### config.mk
export PLATFORM = sky130hd
export DESIGN_NAME = exec_unit_mc
export DESIGN_NICKNAME = d
export VERILOG_FILES = /design/src/rtl/exec_unit_mc.sv
export SDC_FILE = /design/constraint.sdc
export NUM_CORES = 2
export LEC_CHECK = 0
export ABC_AREA = 1
export BUFFER_PORTS_ARGS = -buffer_cell sky130_fd_sc_hd__buf_2
export CAP_MARGIN = 5
export CORE_ASPECT_RATIO = 1.5
export CORE_UTILIZATION = 55
export CTS_CLUSTER_SIZE = 25
export DETAILED_ROUTE_END_ITERATION = 7
export GPL_ROUTABILITY_DRIVEN = 0
export MAX_ROUTING_LAYER = met4
export PLACE_DENSITY = 0.72
export SYNTH_ARGS = -nofsm -noshare
export SYNTH_HDL_FRONTEND = slang
export SYNTH_SLANG_ARGS = --single-unit
### constraint.sdc
create_clock -name clk -period 2.63 [get_ports clk]
set_clock_uncertainty 0.2 [all_clocks]
set_input_delay 0.263 -clock clk [delete_from_list [all_inputs] [get_ports clk]]
set_output_delay 0.263 -clock clk [all_outputs]
set_load 0.02 [all_outputs]
### src/rtl/exec_unit_mc.sv
// exec_unit_mc: multi-cycle execute stage (ALU, shifts, signed multiply, optional iterative divider).
// Optional feature macro: EXEC_DIV_EN compiles in the restoring divider; without it DIV/DIVU are illegal.
// Ports:
//   clk, rst_n                     clock, asynchronous active-low reset
//   in_valid/in_ready              operation handshake (op, dst, dst2, opa, opb, cin)
//   out_valid/out_ready            result handshake
//   result, result2                primary / secondary results
//   out_dst, out_dst2              registered destination numbers
//   out_we, out_we2                result write enables
//   flags_o, flags_we              {CY, OV, S, Z} values and per-flag update mask
//   out_illegal                    op unsupported
//   busy                           divider iterating
module exec_unit_mc #(
   parameter int unsigned XLEN = 32,
   parameter int unsigned REGW = 5
) (
   input  logic            clk,
   input  logic            rst_n,
   input  logic            in_valid,
   output logic            in_ready,
   input  logic [3:0]      op,
   input  logic [REGW-1:0] dst,
   input  logic [REGW-1:0] dst2,
   input  logic [XLEN-1:0] opa,
   input  logic [XLEN-1:0] opb,
   input  logic            cin,
   output logic            out_valid,
   input  logic            out_ready,
   output logic [XLEN-1:0] result,
   output logic [XLEN-1:0] result2,
   output logic [REGW-1:0] out_dst,
   output logic [REGW-1:0] out_dst2,
   output logic            out_we,
   output logic            out_we2,
   output logic [3:0]      flags_o,
   output logic [3:0]      flags_we,
   output logic            out_illegal,
   output logic            busy
);
   localparam int unsigned SHW = $clog2(XLEN);
   localparam int unsigned M   = XLEN - 1;
   localparam logic [3:0] OP_MOV = 4'd0,  OP_ADD = 4'd1,  OP_ADDC = 4'd2,  OP_SUB  = 4'd3;
   localparam logic [3:0] OP_CMP = 4'd4,  OP_AND = 4'd5,  OP_OR   = 4'd6,  OP_XOR  = 4'd7;
   localparam logic [3:0] OP_SHL = 4'd8,  OP_SHR = 4'd9,  OP_SAR  = 4'd10, OP_MUL  = 4'd11;
   localparam logic [3:0] OP_DIV = 4'd12, OP_DIVU = 4'd13;

   logic              accept;
   logic [SHW-1:0]    sh;
   logic [XLEN:0]     sum, diff, shl_w, shr_w, sar_w;
   logic signed [XLEN:0] sar_src;
   logic [2*XLEN-1:0] prod;
   logic [XLEN-1:0]   c_res, c_res2;
   logic [3:0]        c_flags, c_fwe;
   logic              c_we, c_we2, c_ill, c_div_start;

   assign accept  = in_valid && in_ready;
   assign in_ready = !busy && (!out_valid || out_ready);
   assign sh      = opa[SHW-1:0];
   assign sum     = {1'b0, opb} + {1'b0, opa} + (XLEN+1)'(cin && (op == OP_ADDC));
   assign diff    = {1'b0, opb} - {1'b0, opa};
   // Extra bit beyond the word catches the last bit shifted out (0 for a zero amount).
   assign shl_w   = {1'b0, opb} << sh;
   assign shr_w   = {opb, 1'b0} >> sh;
   assign sar_src = {opb, 1'b0};
   assign sar_w   = sar_src >>> sh;
   assign prod    = {{XLEN{opb[M]}}, opb} * {{XLEN{opa[M]}}, opa};

`ifdef EXEC_DIV_EN
   typedef enum logic [1:0] {S_IDLE, S_RUN, S_FIX, S_DONE} div_state_t;
   localparam int unsigned CW = $clog2(XLEN + 1);
   div_state_t     state;
   logic [CW-1:0]  count;
   logic [XLEN-1:0] rem, quo, dvs, dsub, mag_a, mag_b, q_fix, r_fix;
   logic [XLEN:0]  dshift;
   logic           d_ge, a_neg, b_neg, q_neg, r_neg, busy_q;

   assign busy   = busy_q;
   assign a_neg  = (op == OP_DIV) && opa[M];
   assign b_neg  = (op == OP_DIV) && opb[M];
   assign mag_a  = a_neg ? -opa : opa;
   assign mag_b  = b_neg ? -opb : opb;
   // One restoring step: shift next dividend bit into the partial remainder, subtract if it fits.
   assign dshift = {rem, quo[M]};
   assign d_ge   = dshift >= {1'b0, dvs};
   assign dsub   = dshift[XLEN-1:0] - dvs;
   assign q_fix  = q_neg ? -quo : quo;
   assign r_fix  = r_neg ? -rem : rem;
`else
   assign busy = 1'b0;
`endif

   // Single-cycle result, flags and divider launch decision.
   always_comb begin
      c_res = '0; c_res2 = '0; c_flags = '0; c_fwe = '0;
      c_we = 1'b0; c_we2 = 1'b0; c_ill = 1'b0; c_div_start = 1'b0;
      case (op)
         OP_MOV: begin c_res = opa; c_we = 1'b1; end
         OP_ADD, OP_ADDC: begin
            c_res = sum[XLEN-1:0]; c_we = 1'b1; c_fwe = 4'b1111;
            c_flags[3] = sum[XLEN];
            c_flags[2] = (opb[M] == opa[M]) && (sum[M] != opb[M]);
         end
         OP_SUB, OP_CMP: begin
            c_res = diff[XLEN-1:0]; c_we = (op == OP_SUB); c_fwe = 4'b1111;
            c_flags[3] = diff[XLEN];
            c_flags[2] = (opb[M] != opa[M]) && (diff[M] != opb[M]);
         end
         OP_AND: begin c_res = opb & opa; c_we = 1'b1; c_fwe = 4'b0111; end
         OP_OR:  begin c_res = opb | opa; c_we = 1'b1; c_fwe = 4'b0111; end
         OP_XOR: begin c_res = opb ^ opa; c_we = 1'b1; c_fwe = 4'b0111; end
         OP_SHL: begin {c_flags[3], c_res} = shl_w; c_we = 1'b1; c_fwe = 4'b1111; end
         OP_SHR: begin {c_res, c_flags[3]} = shr_w; c_we = 1'b1; c_fwe = 4'b1111; end
         OP_SAR: begin {c_res, c_flags[3]} = sar_w; c_we = 1'b1; c_fwe = 4'b1111; end
         OP_MUL: begin
            {c_res2, c_res} = prod; c_we = 1'b1; c_we2 = 1'b1;
         end
`ifdef EXEC_DIV_EN
         OP_DIV, OP_DIVU: begin
            c_we = 1'b1; c_we2 = 1'b1; c_fwe = 4'b0111;
            if (opa == '0) begin
               c_res2 = opb; c_flags[2] = 1'b1;
            end else if ((op == OP_DIV) && (opb == {1'b1, {M{1'b0}}}) && (&opa)) begin
               c_res = opb; c_flags[2] = 1'b1;
            end else begin
               c_div_start = 1'b1;
            end
         end
`else
         OP_DIV, OP_DIVU: c_ill = 1'b1;
`endif
         default: c_ill = 1'b1;
      endcase
      if (c_fwe != 4'b0000) begin
         c_flags[1] = c_res[M];
         c_flags[0] = (c_res == '0);
      end
   end

   // Output register, handshake and divider state machine.
   always_ff @(posedge clk or negedge rst_n) begin
      if (!rst_n) begin
         out_valid <= 1'b0; result <= '0; result2 <= '0;
         out_dst <= '0; out_dst2 <= '0; out_we <= 1'b0; out_we2 <= 1'b0;
         flags_o <= '0; flags_we <= '0; out_illegal <= 1'b0;
`ifdef EXEC_DIV_EN
         state <= S_IDLE; busy_q <= 1'b0; count <= '0;
         rem <= '0; quo <= '0; dvs <= '0; q_neg <= 1'b0; r_neg <= 1'b0;
`endif
      end else begin
         if (out_valid && out_ready) out_valid <= 1'b0;
         if (accept) begin
            out_valid   <= !c_div_start;
            result      <= c_res;
            result2     <= c_res2;
            out_dst     <= dst;
            out_dst2    <= dst2;
            out_we      <= c_we;
            out_we2     <= c_we2;
            flags_o     <= c_flags;
            flags_we    <= c_fwe;
            out_illegal <= c_ill;
`ifdef EXEC_DIV_EN
            if (c_div_start) begin
               state <= S_RUN; busy_q <= 1'b1; count <= '0;
               rem <= '0; quo <= mag_b; dvs <= mag_a;
               q_neg <= a_neg ^ b_neg; r_neg <= b_neg;
            end else begin
               state <= S_IDLE;
            end
`endif
         end
`ifdef EXEC_DIV_EN
         else begin
            case (state)
               S_RUN: begin
                  rem   <= d_ge ? dsub : dshift[XLEN-1:0];
                  quo   <= {quo[XLEN-2:0], d_ge};
                  count <= count + CW'(1);
                  if (count == CW'(XLEN - 1)) state <= S_FIX;
               end
               S_FIX: begin
                  result    <= q_fix;
                  result2   <= r_fix;
                  flags_o   <= {2'b00, q_fix[M], q_fix == '0};
                  out_valid <= 1'b1;
                  busy_q    <= 1'b0;
                  state     <= S_DONE;
               end
               S_DONE: if (out_ready) state <= S_IDLE;
               default: state <= S_IDLE;
            endcase
         end
`endif
      end
   end
endmodule

==> flow_summary.html, run 1 <==
<table>
<tr><th>Metric</th><th>Value</th></tr>
<tr><th colspan="2">Place</th></tr>
<tr><td>Total of buffers placed on input and output ports</td><td>169</td></tr>
<tr><td>Post-detailed-placement half-perimeter wirelength</td><td>174000 um</td></tr>
<tr><th colspan="2">Die</th></tr>
<tr><td>Initial standard-cell utilization of the core</td><td>0.558</td></tr>
<tr><td>Die span in x</td><td>252 um</td></tr>
<tr><td>Total I/O pin count</td><td>171</td></tr>
<tr><td>Die height</td><td>376 um</td></tr>
<tr><td>Number of core rows</td><td>136</td></tr>
<tr><th colspan="2">Clocking</th></tr>
<tr><td>Max Root-Sink Buffers</td><td>2</td></tr>
<tr><td>Clock buffers created by TritonCTS</td><td>9</td></tr>
<tr><td>CTS H-tree depth</td><td>3</td></tr>
<tr><td>Clk sinks</td><td>84</td></tr>
<tr><td>Clock root cell</td><td>sky130_fd_sc_hd__clkbuf_16</td></tr>
<tr><th colspan="2">Synth</th></tr>
<tr><td>Number of unique standard cell types used by synthesis</td><td>59</td></tr>
<tr><td>Most area-hungry cell type in the Yosys netlist</td><td>sky130_fd_sc_hd__fa_1</td></tr>
<tr><td>Register area share after synthesis</td><td>0.0409</td></tr>
<tr><td>Fraction of synthesis flops using an asynchronous set or reset pin</td><td>1.00</td></tr>
<tr><td>Per-instance average area after synthesis</td><td>a little over 7 um^2</td></tr>
<tr><td>Most frequently used flop master after synthesis</td><td>sky130_fd_sc_hd__dfrtp_1</td></tr>
<tr><td>Top-area cell type share of the netlist area</td><td>0.423</td></tr>
<tr><td>Total nets after synthesis</td><td>8712</td></tr>
<tr><td>Gate count after technology mapping</td><td>between 7000 and 8000</td></tr>
<tr><td>Flip-flop and latch count after synthesis</td><td>84</td></tr>
<tr><td>Top cells by area in the synthesized netlist</td><td>sky130_fd_sc_hd__fa_1, sky130_fd_sc_hd__nand2_1, sky130_fd_sc_hd__inv_1</td></tr>
<tr><td>Number of enable-type register cells in the synthesized netlist</td><td>0</td></tr>
<tr><td>Syn Std Cell Area</td><td>0.0514 mm^2</td></tr>
<tr><td>Syn. warnings</td><td>0</td></tr>
<tr><th colspan="2">Outcome</th></tr>
<tr><td>Result of the run</td><td>aborted with a tool error</td></tr>
<tr><td>First logged error message</td><td>[ERROR GRT-0116] Global routing finished with congestion. Check the congestion regions in the DRC Viewer.</td></tr>
<tr><td>Exit stage</td><td>global routing (5_1_grt)</td></tr>
<tr><th colspan="2">GRT</th></tr>
<tr><td>Number of global-route vias before repair</td><td>a little over 60000</td></tr>
<tr><td>Pin count of the biggest net entering global routing</td><td>between 70 and 80</td></tr>
<tr><td>Global route overflow</td><td>12</td></tr>
<tr><td>Wire length of the first global-routing pass</td><td>around 380000 um</td></tr>
<tr><td>Gr usage total</td><td>0.555</td></tr>
</table>
## through the flow
stage | hold slack [ps] | instance area (um^2) | std cells | setup TNS (ps) | setup slack, ps
CTS | 18.0 | 67100 | 9562 | -232290 | -4240
detailed placement | 70.8 | 62300 | 9458 | -290360 | -5260
global placement | 66.4 | 62300 | 9458 | -286760 | -5260
floorplan | -233 | 52200 | 7262 | -230150 | -4250
## logic make-up after synthesis
family / count (synthesis) / share of synthesized area
adder cells (fa/ha/maj): 1367 / 0.491
XOR/XNOR: 25 / 0.00426
AO/OA/AOI/OAI: 473 / 0.0520
AND/OR/NAND/NOR: 3044 / 0.241
buffers and inverters: 2267 / 0.170
multiplexers: 1 / 0.000195
flip-flops: 84 / 0.0409
other: 1 / 0.0000730
## repair_timing
item / 4_1_cts
cloned: 14
endpoints found under the setup margin: 66
pin swaps: 314
hold buffers: 11
buffers inserted: 76
resized for setup: 871
hold endpoints to repair: 45
## metal layers
| layer | track usage | overflow |
|---|---|---|
| met1 | 0.537 | 0 |
| met2 | 0.761 | 6 |
| met3 | 0.309 | 0 |
| met4 | 0.558 | 6 |
| met5 | - | - |
## Yosys cell counts, types with 10 or more instances
cell and n:
sky130_fd_sc_hd__dfrtp_1 84, sky130_fd_sc_hd__ha_1 282, sky130_fd_sc_hd__clkbuf_1 227, sky130_fd_sc_hd__o21ai_1 36, sky130_fd_sc_hd__buf_2 59, sky130_fd_sc_hd__fa_1 1085, sky130_fd_sc_hd__buf_4 19, sky130_fd_sc_hd__o21bai_1 18
sky130_fd_sc_hd__o21ai_0 134, sky130_fd_sc_hd__nand2_2 21, sky130_fd_sc_hd__xnor2_1 11, sky130_fd_sc_hd__xor2_1 14, sky130_fd_sc_hd__a21oi_1 186, sky130_fd_sc_hd__nor2_1 334, sky130_fd_sc_hd__inv_2 16, sky130_fd_sc_hd__nand4_1 50
sky130_fd_sc_hd__buf_1 17, sky130_fd_sc_hd__nand3_1 443, sky130_fd_sc_hd__o22ai_1 20, sky130_fd_sc_hd__inv_1 1917, sky130_fd_sc_hd__nor2_2 13, sky130_fd_sc_hd__nor3_1 26, sky130_fd_sc_hd__and2_1 10, sky130_fd_sc_hd__a31oi_1 22
sky130_fd_sc_hd__o211ai_1 14, sky130_fd_sc_hd__nand2_1 2112
==> run 2, diff against run 1 <==
Settings changed: CORE_ASPECT_RATIO 1.5 to not set, CORE_UTILIZATION 55 to 40, CTS_CLUSTER_SIZE 25 to not set, MAX_ROUTING_LAYER met4 to not set, PLACE_DENSITY 0.72 to not set, PLACE_DENSITY_LB_ADDON set to 0.15.
==> run 2 against run 1 <==
Against the previous run: the flow now finishes, with violations (setup timing); synthesized cell count stayed put; synthesized area stayed put.
==> flow_summary.html, run 2 <==
<table>
<tr><th>Metric</th><th>Value</th></tr>
<tr><th colspan="2">Outcome</th></tr>
<tr><td>Result of the run</td><td>finished, violations left</td></tr>
<tr><td>Failing checks</td><td>setup timing</td></tr>
<tr><th colspan="2">Worst setup path</th></tr>
<tr><td>R2r worst-path depth</td><td>6</td></tr>
<tr><td>Kind of critical path</td><td>in -&gt; reg</td></tr>
<tr><td>Number of buffer and inverter stages on the critical path</td><td>8</td></tr>
<tr><td>Critical path's most frequent cell</td><td>sky130_fd_sc_hd__fa_1</td></tr>
<tr><td>Required time at the worst-slack endpoint</td><td>2730 ps</td></tr>
<tr><td>Cell family contributing the most delay on the critical path</td><td>adder cells</td></tr>
<tr><td>Slack of the worst reg-to-reg path</td><td>560 ps</td></tr>
<tr><td>Slowest Stage Delay on Critical Path</td><td>530 ps</td></tr>
<tr><td>Critical Path AT</td><td>a little over 7000 ps</td></tr>
<tr><td>Worst reg2reg endpoint</td><td>result[17]</td></tr>
<tr><td>Crit-path slowest cell</td><td>sky130_fd_sc_hd__fa_1</td></tr>
<tr><td>Critical R2R Launch</td><td>out_valid</td></tr>
<tr><td>Maximum fanout count along the critical path</td><td>6</td></tr>
<tr><td>Startpoint types</td><td>input port</td></tr>
<tr><td>Endpoint class of the critical path</td><td>flop</td></tr>
<tr><th colspan="2">GRT</th></tr>
<tr><td>Global route overflow</td><td>0</td></tr>
<tr><td>Pin count of the biggest net entering global routing</td><td>94</td></tr>
<tr><td>Gr usage total</td><td>0.326</td></tr>
<tr><td>Wire length of the first global-routing pass</td><td>approximately 320000 um</td></tr>
<tr><td>Initial antenna violation count</td><td>10</td></tr>
<tr><td>Number of global-route vias before repair</td><td>52600</td></tr>
<tr><th colspan="2">Hold path</th></tr>
<tr><td>Startpoint of the most critical hold path</td><td>out_ready</td></tr>
<tr><td>Type of the most critical hold path</td><td>in -&gt; reg</td></tr>
<tr><td>Number of stages on the worst hold path</td><td>4</td></tr>
<tr><td>End of the worst hold path</td><td>out_valid</td></tr>
<tr><th colspan="2">Timing</th></tr>
<tr><td>Final count of pins violating max slew</td><td>0</td></tr>
<tr><td>RSZ-0062 raised after global routing</td><td>true</td></tr>
<tr><td>Slew HR</td><td>0.537</td></tr>
<tr><td>Total negative setup slack</td><td>-242050 ps</td></tr>
<tr><td>Shortest clock period the worst path allows after layout</td><td>roughly 7000 ps</td></tr>
<tr><td>Hold violation total from the final report</td><td>0</td></tr>
<tr><td>Worst-case setup margin in the final layout</td><td>-4390 ps</td></tr>
<tr><td>Period Utilization, post-route</td><td>2.67</td></tr>
<tr><td># setup viols final</td><td>66</td></tr>
<tr><td>Worst-Margin Slew</td><td>695 ps</td></tr>
<tr><td>Fmax</td><td>142 MHz</td></tr>
<tr><th colspan="2">Finish</th></tr>
<tr><td>Area growth from synthesis to final layout</td><td>35.2%</td></tr>
<tr><td># nets final</td><td>roughly 10000</td></tr>
<tr><td>Commonest cells after routing, fill and taps aside</td><td>sky130_fd_sc_hd__nand2_1, sky130_fd_sc_hd__inv_1, sky130_fd_sc_hd__buf_4</td></tr>
<tr><td>Count of fill cells added during filler insertion</td><td>between 10000 and 15000</td></tr>
<tr><td>Most frequent standard cell in the layout excluding fill and tap cells</td><td>sky130_fd_sc_hd__nand2_1</td></tr>
<tr><td>Combined area of the multi-input logic cells</td><td>~0.044 mm^2</td></tr>
<tr><td>Largest registers in the final layout</td><td>result2 x32, result x32</td></tr>
<tr><td>Ratio of cells with drive above 1 in the final layout</td><td>0.274</td></tr>
<tr><td>Reg area</td><td>0.00210 mm^2</td></tr>
<tr><th colspan="2">Routing</th></tr>
<tr><td>DRC viols</td><td>0</td></tr>
<tr><td>First drt pass iteration count</td><td>6</td></tr>
<tr><td>DRC marker count from the first detailed-route iteration</td><td>~4500</td></tr>
<tr><td>Routed wire length</td><td>approximately 210000 um</td></tr>
<tr><td>Number of nets with antenna violations after routing</td><td>0</td></tr>
<tr><td>Vias</td><td>51400</td></tr>
<tr><td>Via-to-Cell Ratio</td><td>around 5.1</td></tr>
<tr><td>Mean routed wirelength per cell</td><td>approximately 21 um</td></tr>
<tr><th colspan="2">Synth</th></tr>
<tr><td>Register area share after synthesis</td><td>0.0409</td></tr>
<tr><td>Top cells by area in the synthesized netlist</td><td>sky130_fd_sc_hd__fa_1, sky130_fd_sc_hd__nand2_1, sky130_fd_sc_hd__inv_1</td></tr>
<tr><td>Top-area cell type share of the netlist area</td><td>0.423</td></tr>
<tr><td>Cell with the most instances after synthesis</td><td>sky130_fd_sc_hd__nand2_1</td></tr>
<tr><td>Syn. warnings</td><td>0</td></tr>
<tr><td>Most area-hungry cell type in the Yosys netlist</td><td>sky130_fd_sc_hd__fa_1</td></tr>
<tr><td>Gate count after technology mapping</td><td>7262</td></tr>
<tr><td>Most frequently used flop master after synthesis</td><td>sky130_fd_sc_hd__dfrtp_1</td></tr>
<tr><td>Fraction of synthesis flops using an asynchronous set or reset pin</td><td>1.00</td></tr>
<tr><td>Number of enable-type register cells in the synthesized netlist</td><td>0</td></tr>
<tr><td>Commonest cells post-synth</td><td>sky130_fd_sc_hd__nand2_1, sky130_fd_sc_hd__inv_1, sky130_fd_sc_hd__fa_1</td></tr>
<tr><td>Syn Std Cell Area</td><td>about 0.051 mm^2</td></tr>
<tr><td>Flip-flop and latch count after synthesis</td><td>84</td></tr>
<tr><td>Per-instance average area after synthesis</td><td>just over 7 um^2</td></tr>
<tr><td>Total nets after synthesis</td><td>between 8000 and 9000</td></tr>
<tr><td>Number of unique standard cell types used by synthesis</td><td>59</td></tr>
<tr><th colspan="2">Clocking</th></tr>
<tr><td>CTS tree</td><td>yes</td></tr>
<tr><td>Clock-pin slew on the worst setup and hold paths</td><td>around 70 ps</td></tr>
<tr><td>Insertion delay to the later sink of the worst-skew pair</td><td>approximately 380 ps</td></tr>
<tr><td>Clock buffers created by TritonCTS</td><td>9</td></tr>
<tr><td>Max Root-Sink Buffers</td><td>2</td></tr>
<tr><td>Clk sinks</td><td>84</td></tr>
<tr><td>CTS H-tree depth</td><td>3</td></tr>
<tr><td>Clock root cell</td><td>sky130_fd_sc_hd__clkbuf_16</td></tr>
<tr><th colspan="2">Die</th></tr>
<tr><td>Die height</td><td>roughly 360 um</td></tr>
<tr><td>Initial standard-cell utilization of the core</td><td>0.403</td></tr>
<tr><td>Total I/O pin count</td><td>171</td></tr>
<tr><td>Die span in x</td><td>360 um</td></tr>
<tr><td>Number of core rows</td><td>131</td></tr>
<tr><td>Die Outline Area</td><td>0.130 mm^2</td></tr>
<tr><td>Core Region</td><td>0.128 mm^2</td></tr>
<tr><th colspan="2">Place</th></tr>
<tr><td>Post-detailed-placement half-perimeter wirelength</td><td>180000 um</td></tr>
<tr><td>Total of buffers placed on input and output ports</td><td>169</td></tr>
<tr><th colspan="2">Run</th></tr>
<tr><td>Reported max-cap violation count</td><td>0</td></tr>
</table>
-- run 2: cell counts after synthesis --
Identical to the previous run, type by type.
-- run 2: stage by stage --
step	worst slack [ps]	std cells	hold slack (ps)	util	area, um^2
after global placement	-5390	10000	21.7	0.501	63900
final	-4390	10200	13.6	0.545	69500
after detailed placement	-5320	10000	21.9	0.501	63900
after floorplan	-4250	7262	-233	-	52200
after global routing	-4570	10200	46.7	0.545	69500
after CTS	-4270	10100	4.73	0.519	66200
-- run 2: cells by family (layout without fill, tap and decap cells) --
group           Yosys count  in the layout  synth area share
simple gates           3044           3044             0.241
buf+inv                2267           3497             0.170
fa+ha+maj              1367           1367             0.491
compound gates          473            473            0.0520
flops                    84             84            0.0409
xor+xnor                 25             25           0.00426
other cells               1              5         0.0000730
mux                       1              1          0.000195
-- run 2: tightest hold or removal path, cell delays in order --
cell and delay (ps):
sky130_fd_sc_hd__buf_2 80, sky130_fd_sc_hd__inv_1 30, sky130_fd_sc_hd__nand2_1 120, sky130_fd_sc_hd__nand2_1 70
-- run 2: what timing repair did --
| action | 4_1_cts | 5_1_grt |
|---|---|---|
| endpoints found under the hold margin | 49 | 0 |
| setup endpoints to repair | 68 | 67 |
| setup buffers | 33 | 96 |
| gates cloned | 2 | 10 |
| hold buffers | 11 | 0 |
| pin swaps | 129 | 375 |
| gates resized for setup | 447 | 655 |
-- run 2: final cells by class --
| type | instances | area share |
|---|---|---|
| multi-input combinational | 4911 | 0.634 |
| clock inverter | 4 | 0.000810 |
| timing repair buffer | 1546 | 0.196 |
| antenna | 4 | 0.000144 |
| tap | 1662 | 0.0299 |
| sequential | 84 | 0.0303 |
| inverter | 1936 | 0.105 |
| clock buffer | 11 | 0.00364 |
-- run 2: worst max path at each step --
stage | from | end | slack, ps | depth (start not counted)
detailed placement | opb[31] | result2[31] | -5320 | 32
global route | opa[19] | result2[27] | -4570 | 34
CTS | opa[8] | result2[27] | -4270 | 34
floorplan | opa[4] | result2[20] | -4250 | 37
finish | opa[8] | result2[27] | -4390 | 32
global placement | opb[12] | flags_o[0] | -5390 | 30
-- run 2: metal layers --
metal | up-vias | track usage | part of all wire | routed length [um]
li1 | 23500 | - | - | -
met1 | 25300 | 0.416 | 0.39 | 83300
met2 | 2060 | 0.535 | 0.46 | 98600
met3 | 555 | 0.0460 | 0.078 | 16800
met4 | 10 | 0.174 | 0.071 | 15100
met5 | - | 0 | 0.00035 | 74
Power of run 2 is not shown: default switching activity piles up to over one toggle a cycle in this logic, so the estimate is an artifact.
